**config.mk**
```make
export PLATFORM = sky130hd
export DESIGN_NAME = button_debounce
export DESIGN_NICKNAME = d
export VERILOG_FILES = /design/src/rtl/button_pkg.sv /design/src/rtl/button_debounce_if.sv /design/src/rtl/button_debounce_fsm.sv /design/src/rtl/sync_2ff.sv /design/src/rtl/button_debounce.sv
export SDC_FILE = /design/constraint.sdc
export NUM_CORES = 1
export LEC_CHECK = 0
export BUFFER_PORTS_ARGS = -buffer_cell sky130_fd_sc_hd__buf_2
export CORE_MARGIN = 10
export CORE_UTILIZATION = 43
export DETAILED_ROUTE_END_ITERATION = 7
export GPL_ROUTABILITY_DRIVEN = 0
export SYNTH_ARGS = -nofsm -noshare
export SYNTH_HDL_FRONTEND = slang
export SYNTH_HIERARCHICAL = 1
export SYNTH_SLANG_ARGS = --single-unit
```
**constraint.sdc**
```tcl
create_clock -name CLK -period 3.7 [get_ports CLK]
set_input_delay 0.555 -clock CLK [delete_from_list [all_inputs] [get_ports CLK]]
set_output_delay 0.555 -clock CLK [all_outputs]
set_load 0.005 [all_outputs]
```
**src/rtl/button_pkg.sv**
```systemverilog
// Shared definitions for the pushbutton debouncer: FSM state encoding and
// legal-range checks on the timing parameters.
package button_pkg;

  typedef enum logic [1:0] {
    ST_IDLE     = 2'd0,
    ST_DB_PRESS = 2'd1,
    ST_HELD     = 2'd2,
    ST_DB_REL   = 2'd3
  } state_t;

  // Below two cycles the "counter reaches N-1" compare would never see a
  // distinct increment, so both timers need at least two.
  localparam int unsigned MIN_DEBOUNCE_CYCLES   = 2;
  localparam int unsigned MIN_LONG_PRESS_CYCLES = 2;

  function automatic bit debounce_cycles_ok(input int unsigned cycles);
    return cycles >= MIN_DEBOUNCE_CYCLES;
  endfunction

  function automatic bit long_press_cycles_ok(input int unsigned cycles);
    return cycles >= MIN_LONG_PRESS_CYCLES;
  endfunction

endpackage

```
**src/rtl/button_debounce_if.sv**
```systemverilog
// Debounced button event bundle: level, one-cycle event pulses and the
// running press count. The producer drives it through the master modport.
interface button_debounce_if #(
  parameter int CNT_W = 8
);
  logic             level;
  logic             press_evt;
  logic             release_evt;
  logic             long_evt;
  logic [CNT_W-1:0] press_count;

  modport master (
    output level,
    output press_evt,
    output release_evt,
    output long_evt,
    output press_count
  );

  modport slave (
    input level,
    input press_evt,
    input release_evt,
    input long_evt,
    input press_count
  );
endinterface

```
**src/rtl/button_debounce_fsm.sv**
```systemverilog
// Debounce / long-press state machine operating on the synchronized,
// active-high button sample b_s. All event outputs are registered.
module button_debounce_fsm
  import button_pkg::*;
#(
  parameter int unsigned DEBOUNCE_CYCLES   = 500000,
  parameter int unsigned LONG_PRESS_CYCLES = 50000000,
  parameter int          CNT_W             = 8
) (
  input  logic               clk,
  input  logic               rst,
  input  logic               b_s,
  button_debounce_if.master  evt
);

  localparam int DB_W   = $clog2(DEBOUNCE_CYCLES);
  localparam int HOLD_W = $clog2(LONG_PRESS_CYCLES);

  localparam logic [DB_W-1:0]   DB_LAST   = DB_W'(DEBOUNCE_CYCLES - 1);
  localparam logic [HOLD_W-1:0] HOLD_LAST = HOLD_W'(LONG_PRESS_CYCLES - 1);

  state_t             state_q, state_d;
  logic [DB_W-1:0]    db_cnt_q, db_cnt_d;
  logic [HOLD_W-1:0]  hold_q, hold_d;
  logic               fired_q, fired_d;
  logic [CNT_W-1:0]   count_q, count_d;
  logic               press_q, press_d;
  logic               release_q, release_d;
  logic               long_q, long_d;

  logic [DB_W-1:0]    db_inc;
  logic               db_hit;
  logic [HOLD_W-1:0]  hold_next;
  logic               long_hit;

  // Acceptance happens on the edge where the counter reaches N-1, so the
  // IDLE sample plus N-1 debounce samples make N stable samples in total.
  assign db_inc    = db_cnt_q + 1'b1;
  assign db_hit    = (db_inc == DB_LAST);
  assign hold_next = (hold_q == HOLD_LAST) ? hold_q : hold_q + 1'b1;
  assign long_hit  = !fired_q && (hold_next == HOLD_LAST);

  always_ff @(posedge clk) begin
    if (rst) begin
      state_q   <= ST_IDLE;
      db_cnt_q  <= '0;
      hold_q    <= '0;
      fired_q   <= 1'b0;
      count_q   <= '0;
      press_q   <= 1'b0;
      release_q <= 1'b0;
      long_q    <= 1'b0;
    end else begin
      state_q   <= state_d;
      db_cnt_q  <= db_cnt_d;
      hold_q    <= hold_d;
      fired_q   <= fired_d;
      count_q   <= count_d;
      press_q   <= press_d;
      release_q <= release_d;
      long_q    <= long_d;
    end
  end

  always_comb begin
    // NOTE: every variable gets a default before the case so no path can
    // leave one unassigned and infer a latch.
    state_d   = state_q;
    db_cnt_d  = db_cnt_q;
    hold_d    = hold_q;
    fired_d   = fired_q;
    count_d   = count_q;
    press_d   = 1'b0;
    release_d = 1'b0;
    long_d    = 1'b0;

    unique case (state_q)
      ST_IDLE: begin
        if (b_s) begin
          state_d  = ST_DB_PRESS;
          db_cnt_d = '0;
        end
      end

      ST_DB_PRESS: begin
        if (!b_s) begin
          state_d  = ST_IDLE;
          db_cnt_d = '0;
        end else if (db_hit) begin
          state_d  = ST_HELD;
          db_cnt_d = '0;
          press_d  = 1'b1;
          count_d  = count_q + 1'b1;
          hold_d   = '0;
          fired_d  = 1'b0;
        end else begin
          db_cnt_d = db_inc;
        end
      end

      ST_HELD: begin
        hold_d = hold_next;
        if (long_hit) begin
          long_d  = 1'b1;
          fired_d = 1'b1;
        end
        if (!b_s) begin
          state_d  = ST_DB_REL;
          db_cnt_d = '0;
        end
      end

      ST_DB_REL: begin
        // Hold timing keeps running through a release bounce.
        hold_d = hold_next;
        if (b_s) begin
          state_d  = ST_HELD;
          db_cnt_d = '0;
          if (long_hit) begin
            long_d  = 1'b1;
            fired_d = 1'b1;
          end
        end else if (db_hit) begin
          state_d   = ST_IDLE;
          db_cnt_d  = '0;
          release_d = 1'b1;
        end else begin
          db_cnt_d = db_inc;
          if (long_hit) begin
            long_d  = 1'b1;
            fired_d = 1'b1;
          end
        end
      end

      default: begin
        state_d  = ST_IDLE;
        db_cnt_d = '0;
      end
    endcase
  end

  // The debounced level is exactly "in a pressed state", both registered.
  assign evt.level       = (state_q == ST_HELD) || (state_q == ST_DB_REL);
  assign evt.press_evt   = press_q;
  assign evt.release_evt = release_q;
  assign evt.long_evt    = long_q;
  assign evt.press_count = count_q;

endmodule

```
**src/rtl/sync_2ff.sv**
```systemverilog
// Two-flop synchronizer for a single asynchronous input; both flops
// reset to RESET_VAL so a reset never manufactures a spurious edge.
module sync_2ff #(
  parameter logic RESET_VAL = 1'b0
) (
  input  logic CLK,
  input  logic RST,
  input  logic D,
  output logic Q
);

  logic meta;

  // NOTE: non-blocking assignments let both flops sample the pre-edge values,
  // giving a true two-stage shift instead of a single collapsed flop.
  always_ff @(posedge CLK) begin
    if (RST) begin
      meta <= RESET_VAL;
      Q    <= RESET_VAL;
    end else begin
      meta <= D;
      Q    <= meta;
    end
  end

endmodule

```
**src/rtl/button_debounce.sv**
```systemverilog
// Pushbutton debouncer top: synchronizes the raw pin, normalizes polarity
// and reports debounced level, press/release/long-press pulses and a count.
module button_debounce
  import button_pkg::*;
#(
  parameter int unsigned DEBOUNCE_CYCLES   = 500000,
  parameter int unsigned LONG_PRESS_CYCLES = 50000000,
  parameter bit          ACTIVE_LOW        = 1'b1,
  parameter int          CNT_W             = 8
) (
  input  logic             CLK,
  input  logic             RST,
  input  logic             BTN,
  output logic             LEVEL,
  output logic             PRESS,
  output logic             RELEASE,
  output logic             LONG_PRESS,
  output logic [CNT_W-1:0] PRESS_COUNT
);

  if (!debounce_cycles_ok(DEBOUNCE_CYCLES)) begin : g_bad_debounce
    $error("button_debounce: DEBOUNCE_CYCLES must be at least %0d", MIN_DEBOUNCE_CYCLES);
  end
  if (!long_press_cycles_ok(LONG_PRESS_CYCLES)) begin : g_bad_long_press
    $error("button_debounce: LONG_PRESS_CYCLES must be at least %0d", MIN_LONG_PRESS_CYCLES);
  end

  // Raw pin level when the button is not pressed.
  localparam logic BTN_IDLE = ACTIVE_LOW ? 1'b1 : 1'b0;

  logic btn_sync;
  logic b_s;

  sync_2ff #(
    .RESET_VAL (BTN_IDLE)
  ) u_sync (
    .CLK (CLK),
    .RST (RST),
    .D   (BTN),
    .Q   (btn_sync)
  );

  assign b_s = ACTIVE_LOW ? ~btn_sync : btn_sync;

  button_debounce_if #(.CNT_W(CNT_W)) evt_if ();

  button_debounce_fsm #(
    .DEBOUNCE_CYCLES   (DEBOUNCE_CYCLES),
    .LONG_PRESS_CYCLES (LONG_PRESS_CYCLES),
    .CNT_W             (CNT_W)
  ) u_fsm (
    .clk (CLK),
    .rst (RST),
    .b_s (b_s),
    .evt (evt_if)
  );

  assign LEVEL       = evt_if.level;
  assign PRESS       = evt_if.press_evt;
  assign RELEASE     = evt_if.release_evt;
  assign LONG_PRESS  = evt_if.long_evt;
  assign PRESS_COUNT = evt_if.press_count;

endmodule

```
After elaboration in Yosys (flattened, before gate mapping):

Index checks and enable logic that the tools add are counted.

* ROM bits: 0
* bits in writable memories: 0
* memories: 0
* flip-flop bits (word level): 61
* word-level logic and storage cells: 71
* latch bits: 0

* equal/unequal tests: 13
* reductions and logical operators: 14
* multipliers: 0
* divide/modulo/power cells: 0
* shifts and indexed selects: 0
* add/subtract/negate cells: 3
* bitwise gates (word level): 3
* $lt $le $gt $ge: 0
* mux-type cells: 28

Operators by type and width (count)
* two-way mux 19 bit: 5
* two-way mux 26 bit: 3
* one-hot mux 19 bit (4 select lines): 1
* equality test 26 bit (second input constant): 2
* one-hot mux 26 bit (2 select lines): 1
* adder 26 x 1 -> 26 bit (second input constant): 1
* adder 19 x 1 -> 19 bit (second input constant): 1
* equality test 19 bit (second input constant): 1
* two-way mux 2 bit: 6
* two-way mux 1 bit: 9
* adder 8 x 1 -> 8 bit (second input constant): 1
* one-hot mux 2 bit (4 select lines): 1
* AND reduction 4 bit: 2
* inequality test 2 bit (second input constant): 3
* inequality test 3 x 2 -> 1 bit (second input constant): 2
* AND reduction 3 bit: 2
* OR reduction 3 bit: 2
* equality test 2 bit (second input constant): 2
* inequality test 3 bit (second input constant): 1
* inverter 1 bit: 3
* one-hot mux 1 bit (3 select lines): 1
* nonzero test 3 bit: 1
* equality test 2 x 1 -> 1 bit (second input constant): 1
* logical NOT 2 bit: 1
* other kinds (8): 8

Depth between registers and ports, before layout:

Gate-level depths: netlist (run 1).

* depth in word-level cells: 8
* depth in mapped cells: 12

By module:

Netlist (run 1), hierarchy kept.

Modules (own cells, without submodules)
* button_debounce_fsm: cells each 484, area an instance 3713.6 µm², times used 1, sequential area each 1181.1 µm²
* sync_2ff: cells each 4, area an instance 52.6 µm², times used 1, sequential area each 40.0 µm²
* button_debounce: cells each 1, area an instance 3.8 µm², times used 1, sequential area each 0.0 µm²

Least setup slack after synthesis (run 1):

No wires, ideal clock.

* path kind: register to register
* start: reg u_fsm.db_cnt_q[1]
* end: reg u_fsm.fired_q
* cell stages (with the launch flop): 11
* data required time: 3.635 ns
* setup slack: 0.799 ns
* library setup time: 0.065 ns
* period minus slack after synthesis: 2.901 ns
* data arrival time: 2.835 ns
* cells stage by stage: dfxtp_1 ha_1 clkbuf_1 nand2_1 nor4_1 mux2i_1 nand2_1 or4b_1 mux2_2 a41o_1 nor2_1

* word-level cells in the longest chain between the ends: 4

RTL lines
* start, declared: line button_debounce_fsm.sv:23 `logic [DB_W-1:0] db_cnt_q, db_cnt_d;`
* start signal, assigned: line button_debounce_fsm.sv:55 `db_cnt_q <= db_cnt_d;`
* adder 19 x 1 -> 19 bit (*): line button_debounce_fsm.sv:38 `assign db_inc = db_cnt_q + 1'b1;`
* equality test 19 bit (*): line button_debounce_fsm.sv:39 `assign db_hit = (db_inc == DB_LAST);`
* inequality test 3 bit (no line) or inequality test 2 x 1 -> 1 bit (tied branches)
* AND reduction 4 bit (no line) (*)
* end signal, assigned: line button_debounce_fsm.sv:57 `fired_q <= fired_d;`
* end, declared: line button_debounce_fsm.sv:25 `logic fired_q, fired_d;`

Every way passes the cells marked *; elsewhere a longest branch is shown, timed or not.
A chain may end at the register's enable or synchronous reset.

Worst setup path after layout (run 1):

* start: reg u_fsm.db_cnt_q[1]
* end: reg u_fsm.hold_q[7]

* word-level cells in the longest chain between the ends: 4

RTL lines
* adder 19 x 1 -> 19 bit: line button_debounce_fsm.sv:38
* equality test 19 bit: line button_debounce_fsm.sv:39
* inequality test 2 x 1 -> 1 bit (no line)
* AND reduction 3 bit (no line)
* end signal, assigned: line button_debounce_fsm.sv:56 `hold_q <= hold_d;`
* end, declared: line button_debounce_fsm.sv:24 `logic [HOLD_W-1:0] hold_q, hold_d;`

No other way between the ends.

==> metrics.log, run 1 <==
INFO  metric leakagePower = around 1.4 nW
INFO  metric worst_slew_pin_slew = 0.7149 ns
INFO  metric detailed_place.area = about 3900 um2
INFO  metric fillCellCount = 870
INFO  metric worstHoldPathType = in -> reg
INFO  metric layout_min_cycle_time = between 3 and 4 ns
INFO  metric critical-path-max-stage-delay = about 0.6 ns
INFO  metric critical_path.top_delay_family = simple AND/OR/NAND/NOR gates
INFO  metric synth_cells = between 400 and 500
INFO  metric slew_headroom = 0.5216
INFO  metric synthDominantCellAreaShare = 0.3239
INFO  metric drt_drc_violations_left = 0
INFO  metric synth_area_leaders = sky130_fd_sc_hd__dfxtp_1 32%, sky130_fd_sc_hd__a21oi_1 6.0%, sky130_fd_sc_hd__nor2_1 5.0%, sky130_fd_sc_hd__o21ai_0 4.6%, sky130_fd_sc_hd__nand3_1 3.6%
INFO  metric core_area = between 8000 and 9000 um2
INFO  metric cap_violations = 0
INFO  metric detailedPlace.worstSlack = roughly 0.35 ns
INFO  metric cts_resized = 0
INFO  metric status = finished, final reports clean
INFO  metric rsz0062_at_grt = no
INFO  metric finalSetupViolCount = 0
INFO  metric grt_usage = 0.1553
INFO  metric grt_first_pass_wirelength = about 17 mm
INFO  metric fp-row-count = 34
INFO  metric synthesis.area = 3770 um2
INFO  metric dr_total_vias = approximately 3600
INFO  metric synth.avg_cell_area = between 7 and 8 um2
INFO  metric crit_type = reg -> reg
INFO  metric synth_edf_count = 0
INFO  metric route.detailed.wl_per_inst = roughly 16 um
INFO  metric grt_overflow = 0
INFO  metric routed_via_density = about 5.9
INFO  metric synth.distinct_cells = 55
INFO  metric die_width = 113.6 um
INFO  metric initial_util = 0.4365
INFO  metric design.portCount = 15
INFO  metric clockBufferDepth = 2
INFO  metric n_antenna_cell = 0
INFO  metric final_layout_size_suffix_gt1_frac = 0.09919
INFO  metric number_of_hold_buffers_added_after_cts = 0
INFO  metric yosysTopAreaCell = sky130_fd_sc_hd__dfxtp_1
INFO  metric postLayoutSetupSlackWorst = between 0.2 and 0.3 ns
INFO  metric postRouteAntennaNets = 0
INFO  metric synth-async-reset-ratio = 0
INFO  metric cts_num_sinks = 61
INFO  metric final-max-slew-violation-count = 0
INFO  metric worstPathRequired = between 3 and 4 ns
INFO  metric synthToLayoutAreaGrowth = 10.12%
INFO  metric root_buffer = sky130_fd_sc_hd__clkbuf_8
INFO  metric die_area = 12910 um2
INFO  metric synth_flop_cell = sky130_fd_sc_hd__dfxtp_1
INFO  metric critical_path_peak_fanout = 12
INFO  metric cts-buffers-inserted = 9
INFO  metric chip_height = 113.6 um
INFO  metric first_global_vias = between 3000 and 4000
INFO  metric pin_count_of_the_biggest_net_entering_global_routing = 33
INFO  metric place.port_buffers = 14
INFO  metric count_of_endpoints_failing_hold_in_the_final_timing_report = 0
INFO  metric vdd_ir_max = ~0.00024 V
INFO  metric cp_capture_type = flop
INFO  metric achievable-frequency = slightly below 300 MHz
INFO  metric worst_setup_hold_path_clk_slew = around 0.070 ns
INFO  metric synth_warnings = 6
INFO  metric detailedRoute.firstIterationViolations = about 220
INFO  metric cp_num_buf_inv = 0
INFO  metric drt-total-wl = 9.743 mm
INFO  metric finalNonFillerCells = ~600
INFO  metric cp_cell_sequence = ha_1, nand2_1, nor4_1, mux2i_1, nand3b_1, o32a_1, nand2b_1, or4_1, a21oi_1
INFO  metric num-nets-final = roughly 500
INFO  metric antenna_found_initial = 0
INFO  metric synth_fp_nets = roughly 500
INFO  metric worst_clock_skew = around 0.012 ns
INFO  metric cts_tree = done
INFO  metric cts_setup_buffers = 0
INFO  metric critical_path_arrival = about 3.7 ns
INFO  metric synth-seq-area-share = 0.3239
INFO  metric total_negative_slack_for_setup_checks = 0 ns
INFO  metric power_density = approximately 370 nW/um2
INFO  metric detailedRoute.firstPassIterationCount = 5
INFO  metric fin_area = about 4200 um2
INFO  metric clk_latency = approximately 0.35 ns
INFO  metric cts_max_level = 3
INFO  metric final_min_period_over_clock_period = 0.9272
INFO  metric numPlacedInstances = between 500 and 600
INFO  metric slowest_stage = sky130_fd_sc_hd__or4_1
INFO  metric post-dp-hpwl = roughly 6.8 mm
INFO  metric yosys_register_bits = between 60 and 70
INFO  metric setup.worst_path.start_class = flop
==> synthesized netlist by cell type, types with 2 or more instances <==
cell	number
sky130_fd_sc_hd__dfxtp_1	61
sky130_fd_sc_hd__nor2_1	50
sky130_fd_sc_hd__a21oi_1	45
sky130_fd_sc_hd__o21ai_0	35
sky130_fd_sc_hd__nand3_1	27
sky130_fd_sc_hd__clkbuf_1	25
sky130_fd_sc_hd__nand2_1	25
sky130_fd_sc_hd__nand4_1	21
sky130_fd_sc_hd__nor3_1	17
sky130_fd_sc_hd__xor2_1	15
sky130_fd_sc_hd__or3_1	14
sky130_fd_sc_hd__inv_1	10
sky130_fd_sc_hd__and2_1	9
sky130_fd_sc_hd__ha_1	9
sky130_fd_sc_hd__xnor2_1	9
sky130_fd_sc_hd__buf_2	8
sky130_fd_sc_hd__nand3b_1	8
sky130_fd_sc_hd__and3_1	7
sky130_fd_sc_hd__nand4b_1	7
sky130_fd_sc_hd__nand2b_1	6
sky130_fd_sc_hd__nor4_1	6
sky130_fd_sc_hd__a31oi_1	5
sky130_fd_sc_hd__and4_1	5
sky130_fd_sc_hd__mux2i_1	5
sky130_fd_sc_hd__o22ai_1	5
sky130_fd_sc_hd__o31ai_1	5
sky130_fd_sc_hd__nor3b_1	4
sky130_fd_sc_hd__or4_1	4
sky130_fd_sc_hd__a21o_1	3
sky130_fd_sc_hd__nor4b_1	3
sky130_fd_sc_hd__or2_1	3
sky130_fd_sc_hd__or2_2	3
sky130_fd_sc_hd__a211o_1	2
sky130_fd_sc_hd__a311oi_1	2
sky130_fd_sc_hd__a32oi_1	2
sky130_fd_sc_hd__a41o_1	2
sky130_fd_sc_hd__mux2_2	2
sky130_fd_sc_hd__o211ai_1	2
sky130_fd_sc_hd__o2bb2ai_1	2
==> path summary, 6_finish.rpt <==
| path | start | cells past startpoint | endpoint | slack (ns) |
|---|---|---|---|---|
| max | u_fsm/db_cnt_q[1] | 9 | u_fsm/hold_q[7] | 0.27 |
| max reg2reg | u_fsm/db_cnt_q[1] | 9 | u_fsm/hold_q[7] | 0.27 |
| min | BTN | 2 | u_sync/meta | 0.39 |
| min reg2reg | u_sync/meta | 1 | u_sync/Q | 0.41 |
==> layout make-up <==
type,count,area (um2),share of cell area
multi-input cells,384,2372,0.5714
repair buffers,23,137.6,0.03315
clock buffers,9,123.9,0.02984
well taps,108,135.1,0.03255
flip-flops and latches,61,1221,0.2942
clock inverters,7,123.9,0.02984
inverters,10,37.54,0.009042
==> power by group <==
group	switching [mW]	internal [mW]	total [mW]
logic	0.0740	0.0373	0.111
registers	0.00322	0.659	0.663
clock network	0.298	0.451	0.749
total	0.376	1.15	1.52
==> routing by layer <==
metal / share of wire / global-route usage
met4: 0.011 / 0.04822
met5: 0 / 0
met3: 0.048 / 0.03412
met2: 0.47 / 0.2451
met1: 0.47 / 0.2057
==> metrics by stage <==
stage               hold slack (ns)    util  total power, mW
floorplan                    0.3854       -           0.7548
global placement             0.3968  0.4520           0.7871
detailed placement           0.4001  0.4520           0.7887
CTS                          0.3741  0.4807            1.541
global route                 0.4015  0.4807            1.581
finish                       0.3871  0.4807            1.523
==> sequential cells by signal (all words and copies together) (netlist names), named ones only <==
name and cells:
u_fsm/db_cnt_q 19, u_fsm/evt.long_evt 1, u_fsm/evt.press_count 8, u_fsm/evt.press_evt 1
u_fsm/evt.release_evt 1, u_fsm/fired_q 1, u_fsm/hold_q 26, u_fsm/state_q 1
u_sync/Q 1, u_sync/meta 1
==> worst register-to-register path: stages (launching register included) <==
cell	delay [ns]
sky130_fd_sc_hd__dfxtp_1	0.42
sky130_fd_sc_hd__ha_1	0.39
sky130_fd_sc_hd__nand2_1	0.14
sky130_fd_sc_hd__nor4_1	0.51
sky130_fd_sc_hd__mux2i_1	0.34
sky130_fd_sc_hd__nand3b_1	0.11
sky130_fd_sc_hd__o32a_1	0.32
sky130_fd_sc_hd__nand2b_1	0.39
sky130_fd_sc_hd__or4_1	0.61
sky130_fd_sc_hd__a21oi_1	0.14
==> placed cells by master (no fill, tap or decap), types with 5 or more instances in the layout <==
master,instances
sky130_fd_sc_hd__nand4b_1,7
sky130_fd_sc_hd__or3_1,14
sky130_fd_sc_hd__nor2_1,50
sky130_fd_sc_hd__buf_4,9
sky130_fd_sc_hd__nand3_1,27
sky130_fd_sc_hd__and2_1,9
sky130_fd_sc_hd__nor4_1,6
sky130_fd_sc_hd__xnor2_1,9
sky130_fd_sc_hd__a31oi_1,5
sky130_fd_sc_hd__a21oi_1,45
sky130_fd_sc_hd__ha_1,9
sky130_fd_sc_hd__nor3_1,17
sky130_fd_sc_hd__o22ai_1,5
sky130_fd_sc_hd__nand2_1,25
sky130_fd_sc_hd__o31ai_1,5
sky130_fd_sc_hd__mux2i_1,5
sky130_fd_sc_hd__inv_1,10
sky130_fd_sc_hd__nand3b_1,8
sky130_fd_sc_hd__dfxtp_1,61
sky130_fd_sc_hd__nand4_1,21
sky130_fd_sc_hd__o21ai_0,35
sky130_fd_sc_hd__nand2b_1,6
sky130_fd_sc_hd__buf_2,14
sky130_fd_sc_hd__and3_1,7
sky130_fd_sc_hd__clkbuf_8,9
sky130_fd_sc_hd__and4_1,5
sky130_fd_sc_hd__xor2_1,15
==> logic make-up after synthesis <==
kind of cell,count (synthesis),synth area share
multiplexers,7,0.01925
AND/OR/NAND/NOR,228,0.3435
AO/OA/AOI/OAI,116,0.1809
buffers and inverters,44,0.04680
adder cells (fa/ha/maj),9,0.02987
flip-flops,61,0.3239
XOR/XNOR,24,0.05576
No activity file was read; power rests on OpenSTA's default activity.
==> run 2, diff against run 1 <==
- CORE_ASPECT_RATIO: default -> 0.8
==> run 2 against run 1 <==
  * Die area grew 0.18%
  * Total power shrank 9.7%
  * Critical path depth is the same
  * Global-route usage grew 0.057 points
  * Combinational power is essentially flat
  * Clock skew shrank 0.0014 ns
  * Critical path type unchanged
  * Critical endpoint unchanged
  * Highest routed layer unchanged
==> metrics.log, run 2 (same netlist as run 1, synthesis figures left out) <==
INFO  metric status = finished, final reports clean
INFO  metric worst_setup_path_end = u_fsm/hold_q[7]
INFO  metric final_common_cell = sky130_fd_sc_hd__dfxtp_1
INFO  metric top_register = u_fsm/hold_q
INFO  metric clk_latency = 0.35 ns (about the same)
INFO  metric power_density = 334.9 nW/um2 (-8.7%)
INFO  metric report.power.total = 1.376 mW (-9.7%)
INFO  metric worstHoldPathType = in -> reg
INFO  metric cp-startpoint = u_fsm/db_cnt_q[1]
INFO  metric pin_count_of_the_biggest_net_entering_global_routing = 41 (+24%)
INFO  metric worst_clock_skew = 0.01062 ns (-0.001448 ns)
INFO  metric first_global_vias = 3391 (-1.8%)
INFO  metric cts_tree = done
INFO  metric final-max-slew-violation-count = 0 (unchanged)
INFO  metric detailedRoute.firstPassIterationCount = 5 (unchanged)
INFO  metric achievable-frequency = 295.3 MHz (+1.3%)
INFO  metric initial_util = 0.4424 (+0.005897)
INFO  metric max_reg_flops = 26 (unchanged)
INFO  metric cts-buffers-inserted = 9 (unchanged)
INFO  metric cp_cell_sequence = ha_1, nand2_1, nor4_2, mux2i_1, nand3b_1, o32a_1, nand2b_1, or4_1, a21oi_1
INFO  metric root_buffer = sky130_fd_sc_hd__clkbuf_8
INFO  metric dr.max_layer_used = met4
INFO  metric final_min_period_over_clock_period = 0.9153 (-0.01182)
INFO  metric num-nets-final = 501 (unchanged)
INFO  metric grt_overflow = 0 (unchanged)
INFO  metric cp_capture_type = flop
INFO  metric critical-path-max-stage-delay = 0.60 ns (about the same)
INFO  metric worstPathRequired = 3.97 ns (about the same)
INFO  metric critical_path_arrival = 3.66 ns (-0.05 ns)
INFO  metric wl_met1 = 5.167 mm (+12%)
INFO  metric die_area = 12940 um2 (+0.18%)
INFO  metric antenna_found_initial = 0 (unchanged)
INFO  metric clockBufferDepth = 2 (unchanged)
INFO  metric rr_startpoint = u_fsm/db_cnt_q[1]
INFO  metric dr_wl_met3 = 891 um (+89%)
INFO  metric detailedRoute.firstIterationViolations = 350 (+56%)
INFO  metric layout_min_cycle_time = 3.387 ns (-0.04374 ns)
INFO  metric setup.worst_path.start_class = flop
INFO  metric core_area = 8521 um2 (-1.3%)
INFO  metric drt_drc_violations_left = 0 (unchanged)
INFO  metric rsz0062_at_grt = no
INFO  metric worst_slew_pin_slew = 0.7134 ns (-0.001574 ns)
INFO  metric grt_usage = 0.1558 (+0.0005654)
INFO  metric count_of_endpoints_failing_hold_in_the_final_timing_report = 0 (unchanged)
INFO  metric cp_num_buf_inv = 0 (unchanged)
INFO  metric grt_first_pass_wirelength = 17.24 mm (+1.5%)
INFO  metric cap_violations = 0 (unchanged)
INFO  metric synthToLayoutAreaGrowth = 8.961%
INFO  metric route.detailed.wl_per_inst = 16.81 um (+3.9%)
INFO  metric total_negative_slack_for_setup_checks = 0 ns (unchanged)
INFO  metric worstReg2RegEnd = u_fsm/hold_q[7]
INFO  metric fin_area = 4108 um2 (-1.1%)
INFO  metric worst_setup_hold_path_clk_slew = 0.07 ns (about the same)
INFO  metric slowest_stage = sky130_fd_sc_hd__or4_1
INFO  metric fp-row-count = 30 (-12%)
INFO  metric final_layout_size_suffix_gt1_frac = 0.09919 (unchanged)
INFO  metric die_width = 124.7 um (+9.7%)
INFO  metric post-dp-hpwl = 6.944 mm (+2.0%)
INFO  metric postLayoutSetupSlackWorst = 0.3133 ns (+0.04374 ns)
INFO  metric routed_via_density = 6.083 (+2.4%)
INFO  metric slew_headroom = 0.5200 (-0.001575)
INFO  metric postRouteAntennaNets = 0 (unchanged)
INFO  metric r2r_cells = 9 (unchanged)
INFO  metric place.port_buffers = 14 (unchanged)
INFO  metric dr_total_vias = 3686 (+3.1%)
INFO  metric chip_height = 103.7 um (-8.7%)
INFO  metric critical_path.top_delay_family = simple AND/OR/NAND/NOR gates
INFO  metric finalSetupViolCount = 0 (unchanged)
INFO  metric cts_setup_buffers = 0 (unchanged)
INFO  metric critical_path_peak_fanout = 12 (unchanged)
INFO  metric fin_hold_ws = 0.3955 ns (+0.008372 ns)
INFO  metric r2r_slack = 0.31 ns (+0.04 ns)
INFO  metric finalNonFillerCells = 606 (+0.66%)
INFO  metric layout_common_cells = 61 x sky130_fd_sc_hd__dfxtp_1, 50 x sky130_fd_sc_hd__nor2_1, 45 x sky130_fd_sc_hd__a21oi_1
INFO  metric cts_num_sinks = 61 (unchanged)
INFO  metric leakagePower = 1.411 nW (-1.5%)
INFO  metric numPlacedInstances = 590 (+0.68%)
INFO  metric design.portCount = 15 (unchanged)
INFO  metric detailed_place.area = 3909 um2 (+0.13%)
INFO  metric number_of_hold_buffers_added_after_cts = 0 (unchanged)
INFO  metric final_core_util = 0.4821 (+0.001355)
INFO  metric crit_type = reg -> reg
INFO  metric vdd_ir_max = 0.0002534 V (+6.6%)
INFO  metric met2_wirelength = 3.971 mm (-13%)
INFO  metric n_antenna_cell = 0 (unchanged)
INFO  metric cts_max_level = 3 (unchanged)
INFO  metric drt-total-wl = 10.19 mm (+4.6%)
INFO  metric critical_path_depth = 9 (unchanged)
INFO  metric detailedPlace.worstSlack = 0.2319 ns (-0.1217 ns)
[run 2: worst min path at each step]
| stage | start | end | cells past startpoint |
|---|---|---|---|
| 2_1_floorplan | u_sync/meta | u_sync/Q | 1 |
| 3_3_place_gp | u_sync/meta | u_sync/Q | 1 |
| 3_5_place_dp | u_sync/meta | u_sync/Q | 1 |
| 4_1_cts | BTN | u_sync/meta | 2 |
| 5_1_grt | BTN | u_sync/meta | 2 |
| 6_report | BTN | u_sync/meta | 2 |
[run 2: final cells by class]
type | instances | area (um2)
Clock buffer | 12 | 145.1
Clock inverter | 4 | 47.55
Fill cell | 870 | 4413
Inverter | 10 | 37.54
Multi-Input combinational cell | 384 | 2379
Sequential cell | 61 | 1221
Tap cell | 112 | 140.1
Timing Repair Buffer | 23 | 137.6
[run 2: per-layer routing]
layer  vias to the layer above  GRT usage
met5                         -          0
met4                         0    0.04983
met3                        16    0.04330
met1                      1719     0.2313
li1                       1796          -
met2                       155     0.2062
[run 2: repair_timing]
action,in CTS,in global routing
gates resized for setup,0,2
endpoints found under the setup margin,0,15
endpoints found under the hold margin,0,0
[run 2: power breakdown]
part | internal, mW | switching, mW
Clock | 0.328 | 0.274
Sequential | 0.660 | 0.00352
Combinational | 0.0348 | 0.0759
==> run 3, diff against run 2 <==
- BUFFER_PORTS_ARGS: -buffer_cell sky130_fd_sc_hd__buf_2 -> default
- DONT_BUFFER_PORTS: default -> 1
==> run 3 against run 2 <==
  * Combinational power decreased by 11%
  * Final cell count decreased by 2.1%
  * Critical path depth unchanged
  * Cell area decreased by 1.5%
  * Die area unchanged
  * Routed wire length decreased by 1.7%
  * Fmax increased by 1.3%
  * Count of clock-buffer cells in the layout unchanged
  * Total power decreased by 0.87%
  * Critical path type unchanged
  * Largest power group unchanged
==> metrics.log, run 3 (same netlist as run 1, synthesis figures left out) <==
INFO  metric rr_startpoint = u_fsm/db_cnt_q[1]
INFO  metric setup.worst_path.start_class = flop
INFO  metric critical_path.top_delay_family = simple AND/OR/NAND/NOR gates
INFO  metric cap_violations = 0 (unchanged)
INFO  metric post-dp-hpwl = 6.844 mm (-1.4%)
INFO  metric fillCellCount = 835 (-4.0%)
INFO  metric worst_slew_pin_slew = 0.6414 ns (-0.07195 ns)
INFO  metric final-max-slew-violation-count = 0 (unchanged)
INFO  metric layout_common_cells = 61 x sky130_fd_sc_hd__dfxtp_1, 50 x sky130_fd_sc_hd__nor2_1, 45 x sky130_fd_sc_hd__a21oi_1
INFO  metric worst_clock_skew = 0.01173 ns (+0.001115 ns)
INFO  metric vdd_ir_max = 0.0001857 V (-27%)
INFO  metric leakagePower = 1.342 nW (-4.9%)
INFO  metric n_antenna_cell = 0 (unchanged)
INFO  metric cellInternalPower = 1.021 mW (-0.10%)
INFO  metric grt_first_pass_wirelength = 16.82 mm (-2.5%)
INFO  metric grt_overflow = 0 (unchanged)
INFO  metric clockBufferDepth = 2 (unchanged)
INFO  metric slowest_stage = sky130_fd_sc_hd__or4_1
INFO  metric combPwrFrac = 0.072 (-0.008)
INFO  metric hold-path-endpoint = u_fsm/hold_q[17]
INFO  metric cts_num_sinks = 61 (unchanged)
INFO  metric top_register = u_fsm/hold_q
INFO  metric cp_num_buf_inv = 0 (unchanged)
INFO  metric fp-row-count = 30 (unchanged)
INFO  metric total_negative_slack_for_setup_checks = 0 ns (unchanged)
INFO  metric worstReg2RegEnd = u_fsm/hold_q[14]
INFO  metric critical-path-max-stage-delay = 0.59 ns (about the same)
INFO  metric number_of_hold_buffers_added_after_cts = 0 (unchanged)
INFO  metric count_of_endpoints_failing_hold_in_the_final_timing_report = 0 (unchanged)
INFO  metric worstHoldPathType = in -> reg
INFO  metric numPlacedInstances = 577 (-2.2%)
INFO  metric final_layout_size_suffix_gt1_frac = 0.07484 (-0.02435)
INFO  metric first_global_vias = 3232 (-4.7%)
INFO  metric power.share.switching = 0.2512 (-0.005734)
INFO  metric share_clk_of_total_power = 0.442 (+0.005)
INFO  metric cts_max_level = 3 (unchanged)
INFO  metric postRouteAntennaNets = 0 (unchanged)
INFO  metric r2r_slack = 0.36 ns (+0.04 ns)
INFO  metric finalSetupViolCount = 0 (unchanged)
INFO  metric clk_latency = 0.34 ns (about the same)
INFO  metric route.detailed.wl_per_inst = 16.89 um (+0.49%)
INFO  metric critical_path_peak_fanout = 12 (unchanged)
INFO  metric cp_cell_sequence = ha_1, and2_1, nand3_1, nor4_2, o211ai_1, o32a_1, nand2b_1, or4_1, a21oi_1
INFO  metric detailedRoute.firstIterationViolations = 231 (-34%)
INFO  metric r2r_cells = 9 (unchanged)
INFO  metric achievable-frequency = 299.1 MHz (+1.3%)
INFO  metric num-nets-final = 488 (-2.6%)
INFO  metric status = finished, final reports clean
INFO  metric synthToLayoutAreaGrowth = 7.302%
INFO  metric dr_total_vias = 3586 (-2.7%)
INFO  metric detailedRoute.firstPassIterationCount = 5 (unchanged)
INFO  metric crit_type = reg -> reg
INFO  metric total_switching_power = 342.5 uW (-3.1%)
INFO  metric routed_via_density = 6.047 (-0.58%)
INFO  metric rsz0062_at_grt = no
INFO  metric grt_usage = 0.1512 (-0.004694)
INFO  metric design.portCount = 15 (unchanged)
INFO  metric core_area = 8521 um2 (unchanged)
INFO  metric worst_setup_hold_path_clk_slew = 0.08 ns (about the same)
INFO  metric final_common_cell = sky130_fd_sc_hd__dfxtp_1
INFO  metric root_buffer = sky130_fd_sc_hd__clkbuf_8
INFO  metric slew_headroom = 0.5708 (+0.05077)
INFO  metric drt_drc_violations_left = 0 (unchanged)
INFO  metric final_min_period_over_clock_period = 0.9037 (-0.01163)
INFO  metric die_area = 12940 um2 (unchanged)
INFO  metric report.power.total = 1.364 mW (-0.87%)
INFO  metric hp-start = RST
INFO  metric place.port_buffers = 0 (-14)
INFO  metric worstHoldPathCells = 1 (-1)
INFO  metric cp_capture_type = flop
INFO  metric finalNonFillerCells = 593 (-2.1%)
INFO  metric layout_min_cycle_time = 3.344 ns (-0.04304 ns)
INFO  metric critical_path_depth = 9 (unchanged)
INFO  metric pin_count_of_the_biggest_net_entering_global_routing = 63 (+54%)
INFO  metric worstPathRequired = 3.97 ns (about the same)
INFO  metric max_reg_flops = 26 (unchanged)
INFO  metric power_density = 337.1 nW/um2 (+0.66%)
INFO  metric initial_util = 0.4424 (unchanged)
INFO  metric chip_height = 103.7 um (unchanged)
INFO  metric cts-buffers-inserted = 9 (unchanged)
INFO  metric die_width = 124.7 um (unchanged)
INFO  metric power.sequential.fraction = 0.486 (+0.004)
INFO  metric cts_tree = done
INFO  metric drt-total-wl = 10.02 mm (-1.7%)
INFO  metric critical_path_arrival = 3.61 ns (-0.05 ns)
INFO  metric antenna_found_initial = 0 (unchanged)
## run 3: changes by cell type in the layout (fill, tap and decap cells not counted)
cell	delta
sky130_fd_sc_hd__buf_2	-14
sky130_fd_sc_hd__buf_4	+1
## run 3: per-layer routing
metal | up-vias | GRT usage | routed length [um]
li1 | 1767 | - | -
met5 | - | 0 | 0
met3 | 8 | 0.04330 | 873
met2 | 132 | 0.1957 | 3956
met4 | 0 | 0.03904 | 81
met1 | 1679 | 0.2304 | 5106
## run 3: metrics by stage
step / utilization / worst slack, ns / instance area, um2 / hold slack [ns]
2_1_floorplan: - / 0.7992 / 3770 / 0.3854
3_3_place_gp: 0.4514 / 0.4075 / 3846 / 0.3967
3_5_place_dp: 0.4514 / 0.3054 / 3846 / 0.3930
4_1_cts: 0.4740 / 0.2777 / 4039 / 0.2647
5_1_grt: 0.4747 / 0.06391 / 4045 / 0.2642
6_report: 0.4747 / 0.3563 / 4045 / 0.2861
## run 3: how the worst max path moves through the flow
stage,from,endpoint
floorplan,u_fsm/db_cnt_q[1],u_fsm/fired_q
global placement,u_fsm/db_cnt_q[1],u_fsm/hold_q[7]
detailed placement,u_fsm/db_cnt_q[1],u_fsm/db_cnt_q[2]
CTS,u_fsm/db_cnt_q[1],u_fsm/hold_q[14]
global route,u_fsm/db_cnt_q[1],u_fsm/hold_q[7]
finish,u_fsm/db_cnt_q[1],u_fsm/hold_q[14]
## run 3: final cells by class
class	instances	area (um2)	share of cell area
inverters	10	37.54	0.009279
well taps	112	140.1	0.03464
flip-flops and latches	61	1221	0.3019
multi-input cells	384	2379	0.5880
clock inverters	4	47.55	0.01175
clock buffers	12	145.1	0.03588
repair buffers	10	75.07	0.01856
## run 3: timing repair
| item | CTS | global route |
|---|---|---|
| gates resized for setup | 0 | 2 |
| endpoints found under the setup margin | 0 | 6 |
| setup buffers | 0 | 0 |
## run 3: power groups by stage
| stage | combinational [mW] | sequential [mW] | clock [mW] |
|---|---|---|---|
| floorplan | 0.0775 | 0.677 | 0 |
| finish | 0.0984 | 0.663 | 0.602 |
| detailed placement | 0.0980 | 0.678 | 0 |
| global route | 0.111 | 0.663 | 0.646 |
| CTS | 0.0986 | 0.663 | 0.612 |
| global placement | 0.0949 | 0.678 | 0 |
## run 3: worst reg2reg max path, stage by stage, from the launching register on
cell and delay, ns:
sky130_fd_sc_hd__dfxtp_1 0.42, sky130_fd_sc_hd__ha_1 0.38, sky130_fd_sc_hd__and2_1 0.21, sky130_fd_sc_hd__nand3_1 0.19, sky130_fd_sc_hd__nor4_2 0.31, sky130_fd_sc_hd__o211ai_1 0.24, sky130_fd_sc_hd__o32a_1 0.41, sky130_fd_sc_hd__nand2b_1 0.36
sky130_fd_sc_hd__or4_1 0.59, sky130_fd_sc_hd__a21oi_1 0.16
